[src/rtl/cpa_pkg.sv]
`default_nettype none
// +----------------------------------------------------------------------+
// | Module      : cpa_pkg                                                |
// | Description : Shared types, defaults and the round-robin pick helper |
// |               for the shared carry-propagate adder arbiter.          |
// | Revision    : 1.0 - initial release                                  |
// +----------------------------------------------------------------------+
package cpa_pkg;

  localparam int CPA_WIDTH = 13;

  typedef enum logic [0:0] {
    IDLE = 1'b0,
    HOLD = 1'b1
  } state_t;

  // Returns the first index with valid set, searching upward from last+1
  // and wrapping modulo nreq. Callers qualify the result with |valid.
  function automatic int unsigned rr_pick(input logic [31:0] valid,
                                          input int unsigned last,
                                          input int unsigned nreq);
    int unsigned pick;
    int unsigned idx;
    logic        found;
    pick  = 0;
    idx   = 0;
    found = 1'b0;
    for (int unsigned k = 1; k <= nreq; k++) begin
      idx = (last + k) % nreq;
      if (!found && valid[idx[4:0]]) begin
        pick  = idx;
        found = 1'b1;
      end
    end
    return pick;
  endfunction

endpackage
`default_nettype wire

[src/rtl/cpa_core.sv]
`default_nettype none
// +----------------------------------------------------------------------+
// | Module      : cpa_core                                               |
// | Description : Combinational ripple-carry adder exposing the carry    |
// |               out of the MSB and the carry into the MSB.             |
// | Revision    : 1.0 - initial release                                  |
// +----------------------------------------------------------------------+
module cpa_core
  import cpa_pkg::*;
#(
  parameter int WIDTH = CPA_WIDTH
) (
  input  logic [WIDTH-1:0] a,
  input  logic [WIDTH-1:0] b,
  input  logic             cin,
  output logic [WIDTH-1:0] sum,
  output logic             cout,
  output logic             c_msb
);

  // Ripple the carry bit by bit; the carry entering the top bit is captured
  // separately so the caller can form signed overflow.
  always_comb begin : ripple
    logic carry;
    carry = cin;
    sum   = '0;
    c_msb = 1'b0;
    for (int i = 0; i < WIDTH; i++) begin
      if (i == WIDTH - 1) begin
        c_msb = carry;
      end
      sum[i] = a[i] ^ b[i] ^ carry;
      carry  = (a[i] & b[i]) | (carry & (a[i] ^ b[i]));
    end
    cout = carry;
  end

endmodule
`default_nettype wire

[src/rtl/cpa_arbiter.sv]
`default_nettype none
// +----------------------------------------------------------------------+
// | Module      : cpa_arbiter                                            |
// | Description : Round-robin scheduler sharing one registered add/sub   |
// |               datapath between NREQ requesters, with a registered    |
// |               backpressured response port.                           |
// | Revision    : 1.0 - initial release                                  |
// +----------------------------------------------------------------------+
module cpa_arbiter
  import cpa_pkg::*;
#(
  parameter int WIDTH = CPA_WIDTH,
  parameter int NREQ  = 2,
  parameter int IDW   = $clog2(NREQ)
) (
  input  logic                  clk,
  input  logic                  reset,
  input  logic [NREQ-1:0]       req_valid,
  output logic [NREQ-1:0]       req_ready,
  input  logic [NREQ*WIDTH-1:0] req_a,
  input  logic [NREQ*WIDTH-1:0] req_b,
  input  logic [NREQ-1:0]       req_sub,
  output logic                  rsp_valid,
  input  logic                  rsp_ready,
  output logic [IDW-1:0]        rsp_id,
  output logic [WIDTH-1:0]      rsp_sum,
  output logic                  rsp_cout,
  output logic                  rsp_overflow
);

  state_t           state_q, state_d;
  logic [IDW-1:0]   last_q, last_d;
  logic [IDW-1:0]   id_q, id_d;
  logic [WIDTH-1:0] sum_q, sum_d;
  logic             cout_q, cout_d;
  logic             ovf_q, ovf_d;

  logic             can_accept;
  logic             grant;
  logic [IDW-1:0]   grant_idx;
  logic [WIDTH-1:0] a_sel, b_sel, b_eff;
  logic             sub_sel;
  logic [WIDTH-1:0] core_sum;
  logic             core_cout, core_cmsb;

  // Grant when the output slot is free or being drained this cycle; reset
  // forces the grant off so nothing handshakes while it is asserted.
  assign can_accept = (state_q == IDLE) | rsp_ready;
  assign grant_idx  = IDW'(rr_pick(32'(req_valid), 32'(last_q), NREQ));
  assign grant      = can_accept & (|req_valid) & ~reset;

  for (genvar i = 0; i < NREQ; i++) begin : g_ready
    assign req_ready[i] = grant & (grant_idx == IDW'(i));
  end

  // Operand mux for the granted requester.
  always_comb begin
    a_sel   = '0;
    b_sel   = '0;
    sub_sel = 1'b0;
    for (int i = 0; i < NREQ; i++) begin
      if (grant_idx == IDW'(i)) begin
        a_sel   = req_a[i*WIDTH +: WIDTH];
        b_sel   = req_b[i*WIDTH +: WIDTH];
        sub_sel = req_sub[i];
      end
    end
  end

  // Subtraction as A + ~B + 1.
  assign b_eff = sub_sel ? ~b_sel : b_sel;

  cpa_core #(
    .WIDTH (WIDTH)
  ) u_core (
    .a     (a_sel),
    .b     (b_eff),
    .cin   (sub_sel),
    .sum   (core_sum),
    .cout  (core_cout),
    .c_msb (core_cmsb)
  );

  // Next-state: a grant loads a fresh result; a drain with no grant empties.
  always_comb begin
    state_d = state_q;
    last_d  = last_q;
    id_d    = id_q;
    sum_d   = sum_q;
    cout_d  = cout_q;
    ovf_d   = ovf_q;
    if (grant) begin
      state_d = HOLD;
      last_d  = grant_idx;
      id_d    = grant_idx;
      sum_d   = core_sum;
      cout_d  = core_cout;
      ovf_d   = core_cmsb ^ core_cout;
    end else if ((state_q == HOLD) && rsp_ready) begin
      state_d = IDLE;
    end
  end

  // State and response registers with asynchronous clear.
  always_ff @(posedge clk or posedge reset) begin
    if (reset) begin
      state_q <= IDLE;
      last_q  <= IDW'(NREQ - 1);
      id_q    <= '0;
      sum_q   <= '0;
      cout_q  <= 1'b0;
      ovf_q   <= 1'b0;
    end else begin
      state_q <= state_d;
      last_q  <= last_d;
      id_q    <= id_d;
      sum_q   <= sum_d;
      cout_q  <= cout_d;
      ovf_q   <= ovf_d;
    end
  end

  assign rsp_valid    = (state_q == HOLD);
  assign rsp_id       = id_q;
  assign rsp_sum      = sum_q;
  assign rsp_cout     = cout_q;
  assign rsp_overflow = ovf_q;

endmodule
`default_nettype wire

[config.mk]
export PLATFORM = sky130hd
export DESIGN_NAME = cpa_arbiter
export DESIGN_NICKNAME = d
export VERILOG_FILES = /design/src/rtl/cpa_pkg.sv /design/src/rtl/cpa_core.sv /design/src/rtl/cpa_arbiter.sv
export SDC_FILE = /design/constraint.sdc
export NUM_CORES = 1
export LEC_CHECK = 0
export CORE_ASPECT_RATIO = 0.75
export CORE_MARGIN = 2
export CORE_UTILIZATION = 30
export CTS_CLUSTER_SIZE = 40
export DETAILED_ROUTE_END_ITERATION = 6
export PLACE_DENSITY = 0.71
export SYNTH_ARGS = -nofsm -noshare
export SYNTH_HDL_FRONTEND = slang
export SYNTH_HIERARCHICAL = 1
export SYNTH_SLANG_ARGS = --single-unit
[constraint.sdc]
create_clock -name clk -period 15.35 [get_ports clk]
set_input_delay 3.07 -clock clk [delete_from_list [all_inputs] [get_ports clk]]
set_output_delay 3.07 -clock clk [all_outputs]
set_load 0.05 [all_outputs]
==> results of run 1 <==
[metal layers]
metal	vias to the layer above	wire length, um	global-route usage
li1	619	-	-
met1	588	1790	0.206
met2	54	1550	0.203
met3	0	381	0.0471
met4	0	0	0.0115
met5	-	0	0
[per-stage QoR]
stage,std cells,hold slack (ns)
after floorplan,146,0.512
after global placement,287,0.492
after detailed placement,287,0.499
after CTS,291,0.514
after global routing,291,0.537
final,291,0.509
[layout make-up]
class	count	area [sq um]
clock buffers	4	45.0
flip-flops and latches	18	452
repair buffers	78	778
multi-input cells	107	1040
well taps	72	90.1
inverters	12	45.0
fillers	465	2530
[worst max path at each step]
stage                   end  slack (ns)  cells after the start
2_1_floorplan  rsp_overflow        6.29                     22
3_3_place_gp   rsp_overflow        5.52                     23
3_5_place_dp   rsp_overflow        5.41                     23
4_1_cts        rsp_overflow        5.66                     23
5_1_grt        rsp_overflow        5.31                     23
6_report       rsp_overflow        5.66                     23
[Yosys cell counts]
cell | instances | share of area
dfstp_2 | 1 | 0.017
clkbuf_1 | 2 | 0.0047
buf_2 | 5 | 0.016
xor2_1 | 14 | 0.077
o21ai_0 | 14 | 0.044
fa_1 | 13 | 0.16
a31oi_1 | 2 | 0.0079
o21bai_1 | 1 | 0.0047
buf_4 | 1 | 0.0047
buf_8 | 1 | 0.0095
nor4_1 | 1 | 0.0040
a21boi_2 | 1 | 0.0071
inv_1 | 12 | 0.028
nor2b_4 | 1 | 0.0087
nand2_1 | 13 | 0.031
and3_1 | 1 | 0.0040
xnor2_1 | 13 | 0.072
nor3_4 | 1 | 0.010
mux2_2 | 29 | 0.21
dfrtp_1 | 17 | 0.27
nor2_1 | 2 | 0.0047
or2b_2 | 1 | 0.0055
[registers in the layout, summed over array words and instances (netlist names)]
signal and count:
last_q 1, rsp_sum 13, rsp_valid 1, rsp_cout 1
rsp_overflow 1, rsp_id 1
[cells by family (layout without fill, tap and decap cells)]
group,after synthesis,count (layout),share of synthesized area
simple gates,20,20,0.0679
fa+ha+maj,13,13,0.164
mux,29,29,0.206
buf+inv,21,94,0.0632
compound gates,18,18,0.0640
flops,18,18,0.285
xor+xnor,27,27,0.149
[cell usage in the layout (no fill, tap or decap)]
master | netlist | routed
a21boi_4 | 0 | 1
a31oi_1 | 2 | 2
and3_1 | 1 | 1
buf_4 | 1 | 1
clkbuf_1 | 2 | 1
clkbuf_8 | 0 | 3
clkdlybuf4s50_1 | 0 | 77
dfrtp_1 | 17 | 17
dfstp_2 | 1 | 1
fa_1 | 13 | 13
inv_1 | 12 | 12
mux2_2 | 29 | 29
nand2_1 | 13 | 13
nor2_1 | 2 | 2
nor2b_4 | 1 | 1
nor3_4 | 1 | 1
nor4_1 | 1 | 1
o21ai_0 | 14 | 14
o21bai_1 | 1 | 1
or2b_2 | 1 | 1
xnor2_1 | 13 | 13
xor2_1 | 14 | 14
[power groups by stage]
stage,clock [mW],combinational [mW],sequential (mW)
final,0.0334,0.206,0.0824
after detailed placement,0,0.209,0.0829
after floorplan,0,0.0621,0.154
after global routing,0.0360,0.221,0.0855
after global placement,0,0.206,0.0826
after CTS,0.0346,0.209,0.0825
==> flow_summary.ini, run 1 <==
[worst_setup_path]
startpoint_type = primary input
path_max_fanout = 42
reg2reg_to = rsp_overflow
cpMostUsedCell = fa_1
critical_path_class = primary input to flop
cp_slowest_stage_delay_ns = 0.50
required_ns = 15.49
slowest_stage = clkdlybuf4s50_1
ff2ff_setup_slack_ns = 8.65
worst-path-buf-inv = 6
cp_cell_sequence = clkdlybuf4s50_1 > a21boi_4 > buf_4 > mux2_2 > fa_1 > inv_1 > fa_1 > inv_1 > fa_1 > fa_1 > fa_1 > fa_1 > fa_1 > fa_1 > fa_1 > fa_1 > fa_1 > inv_1 > fa_1 > inv_1 > fa_1 > xor2_1 > mux2_2
r2r-start = last_q
critPathTopFamily = adder cells
startpoint = req_valid[1]
r2r_cells = 22
arrival_ns = 9.83
crit_path_end_kind = flop

[drt]
drc = 0
dr.pass1.iters = 4
routed_wl_um = 3720
drt_iter0_drc = 34
avgRoutedWirePerCell_um = 12.8
viasPerCell = 4.33
ant_nets = 0
vias = 1261

[die]
start_util = 0.318
core_area_sq_um = 4980
num_rows = 22
die_w_um = 87.9
io_pins = 78
die_area_sq_um = 5880
die-height_um = 66.9

[hold_path]
min_to = rsp_cout
hp-class = flop to flop
holdPathStages = 1
min-delay-start = rsp_cout

[timing]
skew_ns = 0.000974
min_period_ns = 9.69
fmax_mhz = 103
finalSetupViolations = 0
worst_pin_slew_ns = 0.791
timing.final.ws_setup_ns = 5.66
fin_crit_sh = 0.632
rsz0062_at_grt = false
finalHoldViolCount = 0
relSlewSlack = 0.471
slew_viol_final = 0
finalSetupTns_ns = 0

[power]
pwr-share-seq = 0.256
ir_drop_v = 0.000101
fin_total_pwr_mw = 0.322
p_leak_nw = 0.974
internal-power_mw = 0.173
power_density_nw_per_um2 = 132
combPwrFrac = 0.641
switching_share = 0.463
power_switching_mw = 0.149
clkPwrFrac = 0.104

[clock_network]
htreeDepth = 1
post_cts_buffers = 0
ctsLongestPathBuffers = 2
clock_tree.root_cell = clkbuf_8
clkLatencyLatePin_ns = 0.25
clock_sinks = 18
clk_pin_slew_worst_paths_ns = 0.06
ctsResizeCount = 0
cts_tree = built
cts_inserted_buffers = 3
hold_buffers = 0

[synth]
syn_avg_cell_area_sq_um = 10.8
yosysSeqAreaShare = 0.285
yosysWarnings = 6
synth_seq_cells = 18
synth.distinct_cells = 22
synth_fp_nets = 218
netlist_area_sq_um = 1580
synthCells = 146

[placement]
portBuffers = 77
place_ws_ns = 5.41
hpwlAfterDp_um = 3090
place_congestion = 0.811
place_area_sq_um = 2400

[run]
cap_violations = 0

[cells_and_area]
postLayoutCellArea_sq_um = 2450
layout-drive-gt1-share = 0.174
final_util = 0.492
nets = 292
syn_to_final_growth_pct = 54.7
n_antenna_cell = 0

[grt]
grt_pass1_vias = 1276
grt-ovfl-total = 0
track_usage = 0.139
grt_antenna_before_repair = 0
grt_max_degree = 43
grt_pass1_wl_um = 6220

[outcome]
status = finished, final reports clean
Power figures use the tool's default switching activity.
==> inputs of run 2 (changes only) <==
--- a/config.mk
+++ b/config.mk
@@ -10,7 +10,7 @@
 export CORE_UTILIZATION = 30
 export CTS_CLUSTER_SIZE = 40
 export DETAILED_ROUTE_END_ITERATION = 6
-export PLACE_DENSITY = 0.71
+export PLACE_DENSITY = 0.73
 export SYNTH_ARGS = -nofsm -noshare
 export SYNTH_HDL_FRONTEND = slang
 export SYNTH_HIERARCHICAL = 1
==> constraint.sdc (replaced) <==
create_clock -name clk -period 8.75 [get_ports clk]
set_input_delay 1.75 -clock clk [delete_from_list [all_inputs] [get_ports clk]]
set_output_delay 1.75 -clock clk [all_outputs]
set_load 0.05 [all_outputs]
==> run 2 against run 1 <==
Compared with the run above:
- sequential share of layout area decreased by 0.22 points
- clock-buffer cell count did not move
- total power increased by 77%
- clock power rose by 78%
==> flow_summary.ini, run 2 (synthesized netlist as in run 1, its figures left out) <==
[power]
switching_share = 0.464
p_leak_nw = 0.994
pwr-share-seq = 0.251
combPwrFrac = 0.644
ir_drop_v = 0.000154
clkPwrFrac = 0.105
power_switching_mw = 0.264
power_density_nw_per_um2 = 229
internal-power_mw = 0.305

[grt]
grt-ovfl-total = 0
grt_pass1_wl_um = 6270
track_usage = 0.142
grt_max_degree = 27
grt_pass1_vias = 1304
grt_antenna_before_repair = 0

[worst_setup_path]
worst-path-buf-inv = 5
crit_path_end_kind = flop
cp_slowest_stage_delay_ns = 0.51
arrival_ns = 8.17
cpMostUsedCell = fa_1
required_ns = 8.89
path_max_fanout = 7
critical_path_class = primary input to flop
cp_cell_sequence = clkdlybuf4s50_1 > a21boi_4 > mux2_2 > fa_1 > inv_1 > fa_1 > inv_1 > fa_1 > fa_1 > fa_1 > fa_1 > fa_1 > fa_1 > fa_1 > fa_1 > fa_1 > inv_1 > fa_1 > inv_1 > fa_1 > xor2_1 > mux2_2
startpoint_type = primary input
critPathTopFamily = adder cells
slowest_stage = clkdlybuf4s50_1

[die]
die-height_um = 66.9
num_rows = 22
die_area_sq_um = 5880
io_pins = 78
core_area_sq_um = 4980
die_w_um = 87.9
start_util = 0.318

[timing]
finalHoldViolCount = 0
rsz0062_at_grt = false
finalSetupViolations = 0
finalSetupTns_ns = 0
fmax_mhz = 125
min_period_ns = 8.03
fin_crit_sh = 0.917
slew_viol_final = 0
relSlewSlack = 0.482
worst_pin_slew_ns = 0.774
whs_ns = 0.512
skew_ns = 0.00323

[cells_and_area]
final_common_cell = clkdlybuf4s50_1
n_fill_cell = 471
n_antenna_cell = 0
layout-drive-gt1-share = 0.188
final_cell_mix = clkdlybuf4s50_1, mux2_2, dfrtp_1, xor2_1, o21ai_0
syn_to_final_growth_pct = 56.6
largest_reg_flops = 13
nets = 296

[placement]
place_congestion = 0.891
portBuffers = 77
hpwlAfterDp_um = 3300

[run]
cap_violations = 0

[clock_network]
ctsResizeCount = 0
clkLatencyLatePin_ns = 0.25
ctsLongestPathBuffers = 2
cts_tree = built
clock_tree.root_cell = clkbuf_8
post_cts_buffers = 0
cts_inserted_buffers = 3
clock_sinks = 18
htreeDepth = 1
hold_buffers = 0
clk_pin_slew_worst_paths_ns = 0.07

[drt]
drc = 0
avgRoutedWirePerCell_um = 13.3
dr.pass1.iters = 4
vias = 1279
drt_iter0_drc = 31
routed_wl_um = 3930
viasPerCell = 4.34
ant_nets = 0

[hold_path]
hp-class = flop to flop

[outcome]
status = finished, final reports clean
## run 2: cell count changes in the layout (fill, tap and decap cells not counted), sizes merged
cell,change
buf,+4
## run 2: area by class of cell
cell class                      instances  area, sq um  share of cell area
Sequential cell                        18          452               0.182
Inverter                               12         45.0              0.0182
Tap cell                               72         90.1              0.0363
Timing Repair Buffer                   82          808               0.326
Multi-Input combinational cell        107         1040               0.419
Clock buffer                            4         45.0              0.0182
## run 2: worst register-to-register path, stage by stage, from the launching register on
cell	delay, ns
dfstp_2	0.57
a21boi_4	0.09
buf_4	0.23
nand2_1	0.08
o21ai_0	0.12
fa_1	0.40
inv_1	0.07
fa_1	0.16
inv_1	0.05
fa_1	0.37
fa_1	0.38
fa_1	0.38
fa_1	0.39
fa_1	0.38
fa_1	0.39
fa_1	0.39
fa_1	0.38
fa_1	0.36
inv_1	0.08
fa_1	0.15
inv_1	0.07
fa_1	0.40
xor2_1	0.17
mux2_2	0.25
## run 2: final timing paths
check,from,to,slack [ns],cells past startpoint
setup / recovery,req_valid[1],rsp_overflow,0.72,22
hold / removal,rsp_sum[7],rsp_sum[7],0.51,1
setup reg to reg,last_q,rsp_overflow,2.32,23
min in group asynchronous,reset,rsp_sum[7],2.09,2
hold reg to reg,rsp_sum[7],rsp_sum[7],0.51,1
max in group asynchronous,reset,rsp_sum[5],6.21,2
## run 2: through the flow
stage	worst slack (ns)	instances	instance area, sq um	power [mW]	utilization
2_1_floorplan	1.01	146	1580	0.378	-
3_3_place_gp	0.549	291	2430	0.510	0.489
3_5_place_dp	0.410	291	2430	0.514	0.489
4_1_cts	0.690	295	2480	0.577	0.498
5_1_grt	0.431	295	2480	0.609	0.498
6_report	0.724	295	2480	0.569	0.498
## run 2: power by group through the flow
| stage | clock (mW) | sequential (mW) | combinational (mW) |
|---|---|---|---|
| final | 0.0595 | 0.143 | 0.366 |
| after global routing | 0.0660 | 0.148 | 0.394 |
| after CTS | 0.0610 | 0.144 | 0.373 |
| after floorplan | 0 | 0.269 | 0.109 |
| after detailed placement | 0 | 0.145 | 0.369 |
| after global placement | 0 | 0.143 | 0.367 |
## run 2: routing by layer
layer  GRT usage  up-vias  wire, um
li1            -      630         -
met1       0.196      591      1890
met3      0.0644        0       431
met5           0        -         0
met4      0.0115        0         0
met2       0.212       58      1610
==> inputs of run 3 (changes only) <==
--- a/config.mk
+++ b/config.mk
@@ -6,7 +6,7 @@
 export NUM_CORES = 1
 export LEC_CHECK = 0
 export CORE_ASPECT_RATIO = 0.75
-export CORE_MARGIN = 2
+export CORE_MARGIN = 3
 export CORE_UTILIZATION = 30
 export CTS_CLUSTER_SIZE = 40
 export DETAILED_ROUTE_END_ITERATION = 6
==> run 3 against run 2 <==
Compared with the run above:
- combinational power about the same
- die area rose by 5.3%
- via count is 1.1% lower
- total power grew 1.8%
- non-clock buffer count unchanged
- clock power rose by 16%
- critical path depth stayed put
- clock skew shrank 0.0016 ns
- global-route usage down 0.50 points
- sequential share of layout area decreased by 0.073 points
- maximum frequency is 0.13% higher
- design area is 0.40% higher
- largest power group unchanged
==> flow_summary.ini, run 3 (synthesized netlist as in run 1, its figures left out) <==
[clock_network]
clock_tree.root_cell = clkbuf_8
htreeDepth = 1
ctsResizeCount = 0
ctsLongestPathBuffers = 2
clkLatencyLatePin_ns = 0.26
cts_tree = built
post_cts_buffers = 0
clock_sinks = 18
hold_buffers = 0
clk_pin_slew_worst_paths_ns = 0.07
cts_inserted_buffers = 3

[cells_and_area]
postLayoutCellArea_sq_um = 2490
largest_reg_flops = 13
nets = 296
final_util = 0.500
syn_to_final_growth_pct = 57.2
final_cells = 295
final_cell_mix = clkdlybuf4s50_1, mux2_2, dfrtp_1, xor2_1, o21ai_0
layout-drive-gt1-share = 0.193
final_common_cell = clkdlybuf4s50_1
n_antenna_cell = 0

[grt]
grt_antenna_before_repair = 0
grt_pass1_vias = 1348
top_usage_layer = met2
track_usage = 0.137
use_met3 = 0.0575
use_met2 = 0.224
grt-ovfl-total = 0
grt_max_degree = 28
met1_usage = 0.177
grt_pass1_wl_um = 6640

[drt]
drt_iter0_drc = 24
dr.pass1.iters = 2
viasPerCell = 4.29
ant_nets = 0
drc = 0
vias = 1265
routed_wl_um = 3990
avgRoutedWirePerCell_um = 13.5

[worst_setup_path]
arrival_ns = 8.16
path_max_fanout = 6
critPathTopFamily = adder cells
cp_slowest_stage_delay_ns = 0.50
startpoint_type = primary input
slowest_stage = clkdlybuf4s50_1
worst-path-buf-inv = 5
critical_path_class = primary input to flop
required_ns = 8.90
cp_cell_sequence = clkdlybuf4s50_1 > a21boi_4 > mux2_2 > fa_1 > inv_1 > fa_1 > inv_1 > fa_1 > fa_1 > fa_1 > fa_1 > fa_1 > fa_1 > fa_1 > fa_1 > fa_1 > inv_1 > fa_1 > inv_1 > fa_1 > xor2_1 > mux2_2
cpMostUsedCell = fa_1
crit_path_end_kind = flop

[die]
die-height_um = 68.9
io_pins = 78
die_area_sq_um = 6200
start_util = 0.318
die_w_um = 89.9
core_area_sq_um = 4980
num_rows = 22

[timing]
min_period_ns = 8.02
slew_viol_final = 0
finalSetupTns_ns = 0
whs_ns = 0.508
finalSetupViolations = 0
timing.final.ws_setup_ns = 0.734
worst_pin_slew_ns = 0.743
rsz0062_at_grt = false
finalHoldViolCount = 0
skew_ns = 0.00160
fmax_mhz = 125
fin_crit_sh = 0.916
relSlewSlack = 0.503

[power]
power_density_nw_per_um2 = 233
fin_total_pwr_mw = 0.579
p_leak_nw = 1.00
ir_drop_v = 0.000139

[placement]
place_inst = 291
place_congestion = 0.851
place_area_sq_um = 2430
portBuffers = 77
hpwlAfterDp_um = 3380
place_ws_ns = 0.433

[run]
cap_violations = 0

[hold_path]
hp-class = flop to flop

[outcome]
status = finished, final reports clean
[run 3: cell counts in the layout (fill, tap and decap cells not counted)]
Identical to the previous run, type by type.
[run 3: routing by layer]
metal / vias to the layer above / wire, um
met1: 588 / 1860
met5: - / 0
met2: 50 / 1700
met4: 0 / 17
met3: 3 / 411
li1: 624 / -
[run 3: power breakdown]
group          total [mW]  internal, mW  switching, mW
logic               0.366         0.151          0.215
clock network      0.0691        0.0400         0.0291
registers           0.144         0.122         0.0225
total               0.579         0.313          0.266
[run 3: final cells by class]
| cell class | instances | area, sq um |
|---|---|---|
| Inverter | 12 | 45.0 |
| Sequential cell | 18 | 452 |
| Clock buffer | 4 | 55.1 |
| Tap cell | 72 | 90.1 |
| Fill cell | 473 | 2490 |
| Multi-Input combinational cell | 107 | 1040 |
| Timing Repair Buffer | 82 | 808 |
[run 3: path summary, 6_finish.rpt]
kind | from | slack [ns] | cells past startpoint | end
min in group asynchronous | reset | 2.06 | 2 | rsp_valid
min reg2reg | rsp_sum[0] | 0.51 | 1 | rsp_sum[0]
max | req_valid[1] | 0.73 | 22 | rsp_overflow
max in group asynchronous | reset | 6.24 | 2 | rsp_cout
min | rsp_sum[0] | 0.51 | 1 | rsp_sum[0]
max reg2reg | last_q | 2.34 | 23 | rsp_overflow
[run 3: worst register-to-register path, stage by stage (launching register included)]
cell	delay (ns)
dfstp_2	0.57
a21boi_4	0.08
buf_4	0.23
nand2_1	0.08
o21ai_0	0.11
fa_1	0.41
inv_1	0.08
fa_1	0.15
inv_1	0.05
fa_1	0.38
fa_1	0.39
fa_1	0.38
fa_1	0.38
fa_1	0.38
fa_1	0.38
fa_1	0.38
fa_1	0.38
fa_1	0.36
inv_1	0.07
fa_1	0.16
inv_1	0.07
fa_1	0.39
xor2_1	0.17
mux2_2	0.25
